==> config.mk <==
export PLATFORM = sky130hd
export DESIGN_NAME = rx_frame_decoder
export DESIGN_NICKNAME = d
export VERILOG_FILES = /design/src/rtl/rx_frame_decoder.sv
export SDC_FILE = /design/constraint.sdc
export NUM_CORES = 1
export LEC_CHECK = 0
export CORE_UTILIZATION = 54
export DETAILED_ROUTE_END_ITERATION = 12
export PLACE_DENSITY = 0.79
export SYNTH_ARGS = -nofsm -noshare
export SYNTH_HDL_FRONTEND = slang
export SYNTH_SLANG_ARGS = --single-unit
==> constraint.sdc <==
create_clock -name clk -period 3.78 [get_ports clk]
set_input_delay 0.567 -clock clk [delete_from_list [all_inputs] [get_ports clk]]
set_output_delay 0.567 -clock clk [all_outputs]
set_load 0.01 [all_outputs]
==> src/rtl/rx_frame_decoder.sv <==
// rx_frame_decoder: 8x-oversampled receiver for 22-bit monitoring-link frames (type, data, odd parity).
// Optional macro RX_CONFIRM_EN: a word is reported only once a matching repeat frame arrives in the window.
module rx_frame_decoder #(
  parameter int OVERSAMPLE  = 8,
  parameter int CONFIRM_WIN = 64
) (
  input  logic        clk,
  input  logic        rst_n,
  input  logic        rxd,
  output logic [15:0] fre_data,
  output logic [15:0] volt,
  output logic [15:0] state,
  output logic        fre_vld,
  output logic        volt_vld,
  output logic        state_vld,
  output logic        fault_vld,
  output logic        parity_err,
  output logic        frame_err,
  output logic [2:0]  dbg_state
);

  localparam int              PH_W      = (OVERSAMPLE > 1) ? $clog2(OVERSAMPLE) : 1;
  localparam logic [PH_W-1:0] PH_MID    = PH_W'(OVERSAMPLE / 2 - 1);
  localparam logic [PH_W-1:0] PH_LAST   = PH_W'(OVERSAMPLE - 1);
  localparam logic [4:0]      LAST_BIT  = 5'd20;
  localparam logic [4:0]      T_VOLT    = 5'b00001;
  localparam logic [4:0]      T_FRE     = 5'b00010;
  localparam logic [4:0]      T_STATE   = 5'b00100;
  localparam logic [4:0]      T_FAULT   = 5'b00101;
  localparam logic [15:0]     FAULT_PAT = 16'hE5E5;
  localparam bit              CFG_OK    = (OVERSAMPLE >= 4) && (CONFIRM_WIN >= 2);

  if (!CFG_OK) begin : g_cfg_check
    $error("rx_frame_decoder: OVERSAMPLE must be >= 4 and CONFIRM_WIN >= 2");
  end

  typedef enum logic [2:0] {
    S_IDLE   = 3'd0,
    S_START  = 3'd1,
    S_DATA   = 3'd2,
    S_PARITY = 3'd3,
    S_CHECK  = 3'd4
  } fsm_t;

  fsm_t            cur;
  logic            rx_m;
  logic            rx_s;
  logic            rx_d;
  logic [PH_W-1:0] phase;
  logic [4:0]      bitcnt;
  logic [20:0]     shreg;
  logic            par_bit;
  logic [4:0]      f_type;
  logic [15:0]     f_data;
  logic            par_ok;
  logic            frm_ok;
  logic            do_report;

  // Sync flops idle high so a reset release never looks like a start edge.
  always_ff @(posedge clk or negedge rst_n) begin
    if (!rst_n) begin
      rx_m <= 1'b1;
      rx_s <= 1'b1;
      rx_d <= 1'b1;
    end else begin
      rx_m <= rxd;
      rx_s <= rx_m;
      rx_d <= rx_s;
    end
  end

  assign f_type    = shreg[20:16];
  assign f_data    = shreg[15:0];
  assign par_ok    = ^{shreg, par_bit};
  assign dbg_state = cur;

  always_comb begin
    frm_ok = 1'b0;
    case (f_type)
      T_VOLT, T_FRE, T_STATE: frm_ok = 1'b1;
      T_FAULT:                frm_ok = (f_data == FAULT_PAT);
      default:                frm_ok = 1'b0;
    endcase
  end

`ifdef RX_CONFIRM_EN
  localparam int WC_W = $clog2(CONFIRM_WIN + 1);

  logic            pend_vld;
  logic            pend_rep;
  logic [20:0]     pend_key;
  logic [WC_W-1:0] win_cnt;
  logic            key_hit;

  assign key_hit   = pend_vld && (pend_key == shreg);
  assign do_report = par_ok && frm_ok && key_hit && !pend_rep;

  // Window counts only idle clocks; every evaluated frame restarts it, error frames leave the slot alone.
  always_ff @(posedge clk or negedge rst_n) begin
    if (!rst_n) begin
      pend_vld <= 1'b0;
      pend_rep <= 1'b0;
      pend_key <= '0;
      win_cnt  <= '0;
    end else if (cur == S_CHECK) begin
      win_cnt <= '0;
      if (par_ok && frm_ok) begin
        if (key_hit) begin
          pend_rep <= 1'b1;
        end else begin
          pend_vld <= 1'b1;
          pend_key <= shreg;
          pend_rep <= 1'b0;
        end
      end
    end else if (cur == S_IDLE && pend_vld) begin
      if (win_cnt == WC_W'(CONFIRM_WIN - 1)) begin
        pend_vld <= 1'b0;
        pend_rep <= 1'b0;
        win_cnt  <= '0;
      end else begin
        win_cnt <= win_cnt + WC_W'(1);
      end
    end
  end
`else
  assign do_report = par_ok && frm_ok;
`endif

  // Pulses are one clock wide and cleared by default every cycle; words change only with their pulse.
  always_ff @(posedge clk or negedge rst_n) begin
    if (!rst_n) begin
      cur        <= S_IDLE;
      phase      <= '0;
      bitcnt     <= '0;
      shreg      <= '0;
      par_bit    <= 1'b0;
      fre_data   <= '0;
      volt       <= '0;
      state      <= '0;
      fre_vld    <= 1'b0;
      volt_vld   <= 1'b0;
      state_vld  <= 1'b0;
      fault_vld  <= 1'b0;
      parity_err <= 1'b0;
      frame_err  <= 1'b0;
    end else begin
      fre_vld    <= 1'b0;
      volt_vld   <= 1'b0;
      state_vld  <= 1'b0;
      fault_vld  <= 1'b0;
      parity_err <= 1'b0;
      frame_err  <= 1'b0;
      case (cur)
        S_IDLE: begin
          phase  <= '0;
          bitcnt <= '0;
          if (rx_d && !rx_s) cur <= S_START;
        end
        S_START: begin
          if (phase == PH_MID) begin
            phase <= '0;
            if (!rx_s) begin
              shreg  <= {shreg[19:0], rx_s};
              bitcnt <= 5'd1;
              cur    <= S_DATA;
            end else begin
              cur <= S_IDLE;
            end
          end else begin
            phase <= phase + PH_W'(1);
          end
        end
        S_DATA: begin
          if (phase == PH_LAST) begin
            phase  <= '0;
            shreg  <= {shreg[19:0], rx_s};
            bitcnt <= bitcnt + 5'd1;
            if (bitcnt == LAST_BIT) cur <= S_PARITY;
          end else begin
            phase <= phase + PH_W'(1);
          end
        end
        S_PARITY: begin
          if (phase == PH_LAST) begin
            phase   <= '0;
            par_bit <= rx_s;
            cur     <= S_CHECK;
          end else begin
            phase <= phase + PH_W'(1);
          end
        end
        S_CHECK: begin
          cur    <= S_IDLE;
          bitcnt <= '0;
          // Parity is judged first so a corrupted frame never also reports a type error.
          if (!par_ok) begin
            parity_err <= 1'b1;
          end else if (!frm_ok) begin
            frame_err <= 1'b1;
          end else if (do_report) begin
            case (f_type)
              T_VOLT: begin
                volt     <= f_data;
                volt_vld <= 1'b1;
              end
              T_FRE: begin
                fre_data <= f_data;
                fre_vld  <= 1'b1;
              end
              T_STATE: begin
                state     <= f_data;
                state_vld <= 1'b1;
              end
              T_FAULT: fault_vld <= 1'b1;
              default: ;
            endcase
          end
        end
        default: cur <= S_IDLE;
      endcase
    end
  end

endmodule

---- Yosys cells after proc, flatten, opt, wreduce, memory -nomap -nowiden ----
Cells that the tools add are included.
operators by class
  multiplexer cells ....................... 44
  eq/ne operators ......................... 18
  $add $sub $neg .......................... 2
  reduce and logical (&&, ||, !) cells .... 18
operators by type and width
  kind                                                 number
  two-way mux 21 bit                                   3
  case mux 21 bit (2 select lines)                     1
  two-way mux 1 bit                                    25
  XOR reduction 22 bit                                 1
  two-way mux 3 bit                                    7
  AND reduction 5 bit                                  4
  equality test 16 bit, second input constant          1
  two-way mux 5 bit                                    3
  case mux 5 bit (3 select lines)                      1
  inequality test 2 bit, second input constant         6
  case mux 3 bit (4 select lines)                      1
  equality test 5 x 3 -> 1 bit, second input constant  2
  equality test 3 x 2 -> 1 bit, second input constant  3
  case mux 3 bit (3 select lines)                      1
  AND reduction 4 bit                                  2
  equality test 3 bit, second input constant           2
  nonzero test 3 bit                                   2
  adder 5 x 1 -> 5 bit, second input constant          1
  equality test 5 x 1 -> 1 bit, second input constant  1
  equality test 5 x 2 -> 1 bit, second input constant  1
  equality test 5 bit, second input constant           1
  OR reduction 2 bit                                   2
  adder 3 x 1 -> 3 bit, second input constant          1
  equality test 3 x 1 -> 1 bit, second input constant  1
  8 further kinds                                      9
storage, ports and cells
  output and inout port bits .............. 57
  register bits after elaboration ......... 90
  logic and storage cells ................. 99
  bits of input ports ..................... 3

---- Depth between registers and ports, before layout ----
  depth after elaboration ................. 8
  mapped depth ............................ 9
  depth with buffers taken out ............ 8

---- Worst setup path before layout ----
Ideal clock, no wire load.
  path type ............................... register to register
  from .................................... reg shreg[0]
  to ...................................... reg volt[10]
  clock period less this slack ............ 2.628 ns
  cell stages (with the launch flop) ...... 10
  required time ........................... 3.655 ns
  data arrival time ....................... 2.503 ns
  library setup time ...................... 0.125 ns
  slack ................................... 1.152 ns
  buffers on the path ..................... 3
  path through ............................ dfrtp_1 buf_2 xnor2_1 xnor2_1 xnor2_1 xor3_2 or4_4 buf_6 buf_12 mux2_4
between the ends
  cells in the longest elaborated chain, start to end .. 4
  elaborated cells on any way between the ends .. 5
  classes of those cells .................. eq/ne (1); mux (1); reduce/logical (3)
RTL lines
  item                                      line  text
  start: declaration                        51    logic [20:0] shreg;
  start signal: assignment                  164   shreg <= {shreg[19:0], rx_s};
  start signal: assignment                  177   shreg <= {shreg[19:0], rx_s};
  equality test 16 bit                      81    T_FAULT: frm_ok = (f_data == FAULT_PAT);
  case mux 1 bit (2 select lines)           79    case (f_type)
  logical AND 1 bit                         127   assign do_report = par_ok && frm_ok;
  AND reduction 5 bit (no source line) (*)  n/a
  end signal: assignment                    204   volt <= f_data;
  end: declaration                          11    output logic [15:0] volt,
Mark *: on every way between the ends. The rest lies on a longest branch, timed or not.
A chain may end at the register's enable or synchronous reset.

---- Worst setup path after layout ----
  from .................................... reg shreg[0]
  to ...................................... reg fre_data[6]
between the ends
  cells in the longest elaborated chain, start to end .. 4
  elaborated cells on any way between the ends .. 5
  classes of those cells .................. eq/ne (1); mux (1); reduce/logical (3)
RTL lines
  item                                      line  text
  equality test 16 bit                      81
  case mux 1 bit (2 select lines)           79
  logical AND 1 bit                         127
  AND reduction 5 bit (no source line) (*)  n/a
  end signal: assignment                    208   fre_data <= f_data;
  end: declaration                          10    output logic [15:0] fre_data,
Marks and branches as above.

==> reports/results.txt <==
worst endpoint data arrival time = 3250 ps
Netlist Area Pre-Place = 3920 um^2
die area = 7610 um^2
Sw Share = 31.4%
Tot Pwr = 2.75 mW
FF+latch count, synth = 90
htree depth = 3
YS warnings = 0
Max Root-Sink Buffers = 2
largest net degree at the start of global routing = 75
GR Util All Layers = 22.7%
GRT overflow = 0
result of the run = finished, final reports clean
Initial Utilization = 56.8%
pre-CTS WS = 821 ps
Setup Viol. Count Final = 0
LEAKAGE = 2.26 nW
antenna violations before repair = 0
Syn Area/Cell = 13.6 um^2
Die Height = 87.2 um
sequential share of power = 43.0%
peak supply drop = 0.372 mV
Distinct cells, synth = 43
# IOs = 60
clk sinks = 90
Crit Path Max Fanout = 10
nature of the critical path startpoint = flip-flop
Relative slew margins = 39.3%
register area share after synthesis = 57.5%
fill cell count = 512
Post-CTS Resized = 0
Top FF cell, synth = dfrtp_1
HPWL Detailed = 5030 um
Final Net Count = 360
clk_skew = 11.4 ps
max incr delay on CP = 530 ps
PwrDens = 569 nW/um^2
Slew Limit Fails = 0
layout cell share with drive strength beyond 1 = 27.8%
post-route ant nets = 0
power share of the combinational group = 28.3%
Cells after Synth = 288
asr flop ratio synth = 100%
first-pass GRT wire length = 12,600 um
final design utilization = 70.0%
FMAX = 0.334 GHz
area taken by multi-input logic gates = 1580 um^2
final hold vios = 0
switching power = 864 uW
drt via density = 5.39
slowest stage cell, crit path = nor3_2
crit-path cells = xnor2_1, xnor2_1, xnor2_1, xor3_2, nor3_2, buf_4, mux2_2
Crit. End Element = flip-flop
# DRC = 0
antenna cells = 0
clock power share = 28.6%
Pint = 1.89 mW
area added between synthesis and finish = 23.3%
Worst Path Buf+Inv = 1
Max Cap Violations = 0
final setup TNS = 0 ps
Worst-path clk slew = 90 ps
Req. time, crit path = 4040 ps
unrepaired setup endpoints after global routing = false
CTS tree = built
Top delay family on crit path = XOR/XNOR gates
postcts setup bufs = 0
vias = 2,435
period utilisation layout = 79.2%
CP Class = flip-flop to flip-flop
Hold Buf Count CTS = 0
Tmin final = 2990 ps
CTS buffer count = 9
HP Class = primary input to asynchronous set/reset pin
most used cell, CP = xnor2_1
clk_lat worst skew = 370 ps
Setup WS post-layout = 786 ps
Net Count, Synth = 297
Reg area = 2260 um^2
initial DRC count = 126
Root Buffer = clkbuf_8
Port Buffer Count = 59
FP Rows = 30
final WL = 7810 um
vias in the first global route = 2,455
Post-synth EDFFs = 0
Core Region = 6910 um^2
WL per Instance = 17.3 um
RD Place Congestion = 0.802
Die X = 87.2 um
Tightest Pin Transition = 910 ps
drt pass-1 iters = 4
[area by class of cell]
cell class | instances | area share [%]
repair buffers | 63 | 12.8
clock inverters | 6 | 2.36
well taps | 96 | 2.48
flip-flops and latches | 90 | 46.7
multi-input cells | 181 | 32.6
clock buffers | 10 | 2.64
inverters | 6 | 0.466
[power groups by stage]
| stage | sequential, mW | combinational [mW] | clock (mW) |
|---|---|---|---|
| floorplan | 1.13 | 0.655 | 0 |
| global placement | 1.19 | 0.742 | 0 |
| detailed placement | 1.20 | 0.769 | 0 |
| CTS | 1.18 | 0.777 | 0.810 |
| global route | 1.20 | 0.853 | 0.836 |
| finish | 1.18 | 0.779 | 0.788 |
[per-layer routing]
metal / global-route usage [%] / vias up / routed length, um
met5: 0 / - / 0
met4: 11.8 / 0 / 175
met3: 4.55 / 15 / 290
met2: 32.9 / 59 / 3510
met1: 32.6 / 1223 / 3830
li1: - / 1138 / -
[sequential cells by signal, summed over array words and instances, names as in the netlist, 3 cells and up]
signal and count:
bitcnt 5, dbg_state 3, fre_data 16, phase 3, shreg 21, state 16
volt 16
[Yosys cell counts (all sizes together) (3+ instances only)]
library cell	n	area share [%]
clkbuf	4	0.41
o21ai	7	0.89
or4	3	0.67
dfrtp	87	56
nand2b	5	0.80
xnor2	17	3.8
a21oi	8	1.0
dfstp	3	2.0
buf	7	1.4
mux2	69	21
nor2	14	1.3
nand3	9	1.1
ha	6	1.9
inv	6	0.57
nand2	11	1.1
nor3	4	0.64
[cells in the final DEF, fill, tap and decap left out, types with 3 or more instances in the layout]
cell type,count
dfrtp_1,87
mux2_2,59
clkdlybuf4s50_1,58
xnor2_1,17
nor2_1,14
nand2_1,11
mux2_4,10
nand3_1,9
clkbuf_8,9
a21oi_1,7
o21ai_0,7
inv_1,6
ha_1,6
nand2b_1,5
buf_4,5
nor3_1,3
bufinv_16,3
dfstp_2,3
[per-stage QoR]
step                      cells  area (um^2)  hold WS, ps
final                       452         4830          318
after detailed placement    436         4590          348
after CTS                   452         4830          361
after global placement      436         4590          346
after floorplan             288         3920          271
after global routing        452         4830          368
[final timing paths]
check                          from     endpoint  slack [ps]  depth (start not counted)
max                        shreg[0]  fre_data[6]         790                          7
min                           rst_n    bitcnt[4]         320                          1
max reg2reg                shreg[0]  fre_data[6]         790                          7
min reg2reg                    rx_m         rx_s         360                          0
max in group asynchronous     rst_n         rx_s        2600                          2
min in group clk               rx_m         rx_s         360                          0
[logic make-up (layout without fill, tap and decap cells)]
group | count (synthesis) | after routing | synth area share [%]
AO/OA/AOI/OAI | 24 | 24 | 3.64
XOR/XNOR | 21 | 21 | 5.55
adder cells (fa/ha/maj) | 6 | 6 | 1.91
buffers and inverters | 17 | 85 | 2.36
flip-flops | 90 | 90 | 57.5
multiplexers | 69 | 69 | 20.8
AND/OR/NAND/NOR | 61 | 61 | 8.23
(Power assumes the default switching activity.)
